<file path="src/rtl/compare_stream.sv">
// compare_stream: framed streaming unsigned-minimum tracker with index and saturating accept count.
// Define COMPARE_STREAM_SECOND_EN to add second-smallest tracking on out2/outp2.
module compare_stream #(
  parameter int DW = 18,
  parameter int IW = 6,
  parameter int CW = 7
) (
  input  logic          clk,
  input  logic          rst,
  input  logic          startsig,
  input  logic          in_valid,
  input  logic [DW-1:0] in_data,
  input  logic [IW-1:0] in_idx,
  input  logic          in_last,
  output logic [DW-1:0] out,
  output logic [IW-1:0] outp,
`ifdef COMPARE_STREAM_SECOND_EN
  output logic [DW-1:0] out2,
  output logic [IW-1:0] outp2,
`endif
  output logic          out_valid,
  output logic          busy,
  output logic [CW-1:0] count
);
  typedef enum logic [1:0] {IDLE, RUN, DONE} state_t;
  state_t        state_q, state_d;
  logic [DW-1:0] best_q, best_d, out_q, out_d;
  logic [IW-1:0] bestp_q, bestp_d, outp_q, outp_d;
  logic [CW-1:0] count_q, count_d;
  logic          take, fin, lt_best;
`ifdef COMPARE_STREAM_SECOND_EN
  logic [DW-1:0] second_q, second_d, out2_q, out2_d;
  logic [IW-1:0] secondp_q, secondp_d, outp2_q, outp2_d;
  logic          lt_second;
`endif
  // a start pulse in any state clears the frame, so it also drops same-cycle samples
  always_comb begin
    take    = state_q == RUN && in_valid && !startsig;
    fin     = take && in_last;
    lt_best = in_data < best_q;
    state_d = startsig ? RUN : state_q == RUN ? (fin ? DONE : RUN) : IDLE;
    best_d  = startsig ? '1 : take && lt_best ? in_data : best_q;
    bestp_d = startsig ? '0 : take && lt_best ? in_idx : bestp_q;
    count_d = startsig ? '0 : take && count_q != '1 ? count_q + 1'b1 : count_q;
    out_d   = fin ? best_d : out_q;
    outp_d  = fin ? bestp_d : outp_q;
  end
`ifdef COMPARE_STREAM_SECOND_EN
  always_comb begin
    lt_second = in_data < second_q;
    second_d  = startsig ? '1 : take && lt_best ? best_q : take && lt_second ? in_data : second_q;
    secondp_d = startsig ? '0 : take && lt_best ? bestp_q : take && lt_second ? in_idx : secondp_q;
    out2_d    = fin ? second_d : out2_q;
    outp2_d   = fin ? secondp_d : outp2_q;
  end
  always_ff @(posedge clk) begin
    if (rst) begin
      second_q  <= '1;
      secondp_q <= '0;
      out2_q    <= '0;
      outp2_q   <= '0;
    end else begin
      second_q  <= second_d;
      secondp_q <= secondp_d;
      out2_q    <= out2_d;
      outp2_q   <= outp2_d;
    end
  end
  assign out2  = out2_q;
  assign outp2 = outp2_q;
`endif
  always_ff @(posedge clk) begin
    if (rst) begin
      state_q <= IDLE;
      best_q  <= '1;
      bestp_q <= '0;
      count_q <= '0;
      out_q   <= '0;
      outp_q  <= '0;
    end else begin
      state_q <= state_d;
      best_q  <= best_d;
      bestp_q <= bestp_d;
      count_q <= count_d;
      out_q   <= out_d;
      outp_q  <= outp_d;
    end
  end
  assign out       = out_q;
  assign outp      = outp_q;
  assign out_valid = state_q == DONE;
  assign busy      = state_q == RUN;
  assign count     = count_q;
endmodule

</file>
<file path="config.mk">
export PLATFORM = sky130hd
export DESIGN_NAME = compare_stream
export DESIGN_NICKNAME = d
export VERILOG_FILES = /design/src/rtl/compare_stream.sv
export SDC_FILE = /design/constraint.sdc
export NUM_CORES = 1
export LEC_CHECK = 0
export ABC_AREA = 1
export BUFFER_PORTS_ARGS = -buffer_cell sky130_fd_sc_hd__clkbuf_2
export CORE_MARGIN = 1.5
export CORE_UTILIZATION = 40
export DETAILED_ROUTE_END_ITERATION = 10
export REMOVE_ABC_BUFFERS = 1
export SYNTH_ARGS = -nofsm -noshare
export SYNTH_HDL_FRONTEND = slang
export SYNTH_SLANG_ARGS = --single-unit
export TNS_END_PERCENT = 100
</file>
<file path="constraint.sdc">
create_clock -name clk -period 1.8 [get_ports clk]
set_clock_uncertainty 0.15 [all_clocks]
set_input_delay 0.18 -clock clk [delete_from_list [all_inputs] [get_ports clk]]
set_output_delay 0.18 -clock clk [all_outputs]
set_load 0.1 [all_outputs]
</file>
==> metrics.txt <==
status=finished with violations; violated checks=negative setup slack; Placed Area=3260 µm²; Post-synth ARST share=0%; GRT Total Usage=19.2%; Data required, critical path=1.88 ns; Ant. Diodes=0; Max Cap Viol=0; Avg WL per Cell=12.6 µm; core region area=6760 µm²; Cells after Synth=392; port bufs=61; Syn-to-layout area delta=36.3%; # DRC=0; initial detailed-routing violation count=85; Synth Area per Inst=7.06 µm²; Final Hold Fails=0; WS Path Type=reg -> reg; flip-flop and latch area=1150 µm²; DRT Pass-1 Iters=4; post-synth cell types=22; # rows=30; nature of the critical path endpoint=flip-flop; htree depth=3; nets@finish=515; fin. max-slew vios=0; Fillers=669; register area share after synthesis=41.2%; RSZ-0062 raised after global routing=true; VDD IR max=0.000369 V; R2R setup slack=-0.07 ns; routability congestion estimate from global placement=0.784; HP Class=in -> reg; CTS Root Cell=clkbuf_8; commonest cells in the netlist=nand2_1 (157), dfxtp_1 (57), inv_1 (43); WL final=6.96 mm; count leader, synth=nand2_1; data arrival time of the worst path=1.94 ns; top cell type's share of synthesized area=41.2%; #FFs+latches synth=57; Worst setup SP type=flip-flop; die outline area=7420 µm²; design area=3770 µm²; power per cell area=756 nW/µm²; total grt overflow=0; post-synth top area cell=dfxtp_1; layout cells sized above 1=33.8%; final setup fails=47; slew margin rel.=63.2%; first-pass GRT wire length=11.2 mm; Clock Latency Late Sink=0.33 ns; Vias=2,682; CTS tree=yes; TritonCTS Buffers=9; Mapped Area=2770 µm²; fmax=536 MHz; Main synth FF type=dfxtp_1; clk sink count=57; multi-input logic area=1650 µm²; worst slew pin tran=0.555 ns; Starting Density=40.9%; synth top area cells=dfxtp_1 (41%), nand2_1 (21%), ha_1 (8.1%); Final period util=104%; Die Ht=86.2 µm; crit-path max FO=10; Antenna Nets Post-Route=0; largest net degree at the start of global routing=26; final worst slack=-0.0652 ns; Vias/cell=4.85; EDFF count, synth=0; antenna violations before repair=0; vias in the first global route=2,520; Clk pin slew, worst setup/hold paths=0.07 ns; Synth Warn #=0; minimum clock period=1.87 ns; leakage power=1.99 nW; Fin Hold WS=0.0179 ns; Ports=62; die span in x=86.2 µm; Clock Tree Buf Depth=2; Detailed Place HPWL=4.59 mm
## critical path, stage by stage (launching register included)
cell	delay, ns
dfxtp_1	0.30
inv_1	0.06
ha_4	0.27
nand2_2	0.04
inv_2	0.07
nand2_4	0.06
nor2_4	0.12
buf_6	0.12
nand2_4	0.06
nand3_4	0.13
buf_8	0.15
nand2_1	0.08
nand3_2	0.09
nand2_1	0.05
## power by group
part	switching (W)	internal, W	leakage, nW	total [W]
Clock	0.000526	0.000667	0.102	0.00119
Sequential	0.0000102	0.00128	0.459	0.00129
Combinational	0.000253	0.000113	1.43	0.000366
Total	0.000789	0.00206	1.99	0.00285
## layout make-up
type | count | area share [%]
multi-input cells | 277 | 43.7
flip-flops and latches | 57 | 30.4
repair buffers | 79 | 13.7
inverters | 44 | 4.38
clock buffers | 10 | 3.65
well taps | 80 | 2.65
clock inverters | 6 | 1.53
## per-layer routing
layer / track usage, % / vias up / part of all wire [%]
met5: 0 / - / 0
met4: 8.36 / 0 / 1.6
met3: 4.43 / 13 / 4.9
met2: 32.6 / 59 / 48
met1: 23.2 / 1230 / 45
li1: - / 1380 / -
## worst paths after layout
| kind | startpoint | to | cells past startpoint |
|---|---|---|---|
| max | best_q[16] | out[12] | 13 |
| min | rst | bestp_q[4] | 2 |
| min reg2reg | out[10] | out[10] | 2 |
| max reg2reg | best_q[16] | out[12] | 13 |
## through the flow
stage                     setup TNS (ns)  utilization (%)  worst slack (ns)  std cells  power (W)
after detailed placement           -7.83             48.2            -0.211        533    0.00165
final                              -1.51             55.8           -0.0652        553    0.00285
after global routing               -7.24             55.8            -0.203        553    0.00295
after global placement             -4.72             48.2            -0.143        533    0.00164
after floorplan                   -15.56                -            -0.507        378    0.00153
after CTS                          -1.78             53.6           -0.0773        553    0.00285
## timing repair
| action | CTS | global route |
|---|---|---|
| resized for setup | 32 | 38 |
| endpoints found under the hold margin | 2 | 0 |
| setup buffers | 1 | 0 |
| pin swaps | 14 | 13 |
| endpoints found under the setup margin | 48 | 48 |
| cloned | 1 | 0 |
| hold buffers | 2 | 0 |
## registers in the layout (all words and copies together), names as in the netlist
| register | cells |
|---|---|
| best_q | 18 |
| outp | 6 |
| out | 18 |
| bestp_q | 6 |
| count | 7 |
| state_q | 2 |
## cells in the final DEF, fill, tap and decap left out
cell type | Yosys | final
buf_8 | 0 | 1
dfxtp_2 | 0 | 4
inv_2 | 1 | 10
nor2_1 | 19 | 13
clkbuf_8 | 0 | 10
a21o_1 | 1 | 1
clkbuf_2 | 0 | 61
nor3_1 | 1 | 1
nor2_2 | 1 | 5
nand4_1 | 3 | 3
nand3b_1 | 18 | 18
nand3_1 | 33 | 30
nand3_2 | 3 | 5
nand2_1 | 157 | 135
buf_4 | 2 | 7
nand3_4 | 0 | 1
bufinv_16 | 0 | 1
clkinv_2 | 0 | 4
nand2_2 | 4 | 21
inv_1 | 43 | 34
dfxtp_1 | 57 | 53
o21ai_0 | 4 | 4
ha_1 | 18 | 8
nand2_4 | 0 | 5
ha_4 | 0 | 10
buf_6 | 1 | 4
nor2_4 | 2 | 4
a21oi_2 | 0 | 2
a21oi_1 | 13 | 11
dlygate4sd3_1 | 0 | 2
clkinvlp_4 | 0 | 1
buf_12 | 0 | 4
## cell families (layout without fill, tap and decap cells)
logic type	after synthesis	in the layout	share of synthesized area, %
and+or+nand+nor	241	241	38.6
buffers and inverters	58	139	8.64
DFF	57	57	41.2
adders and majority gates	18	18	8.14
AOI/OAI and AO/OA	18	18	3.35
No activity file was read; power rests on OpenSTA's default activity.
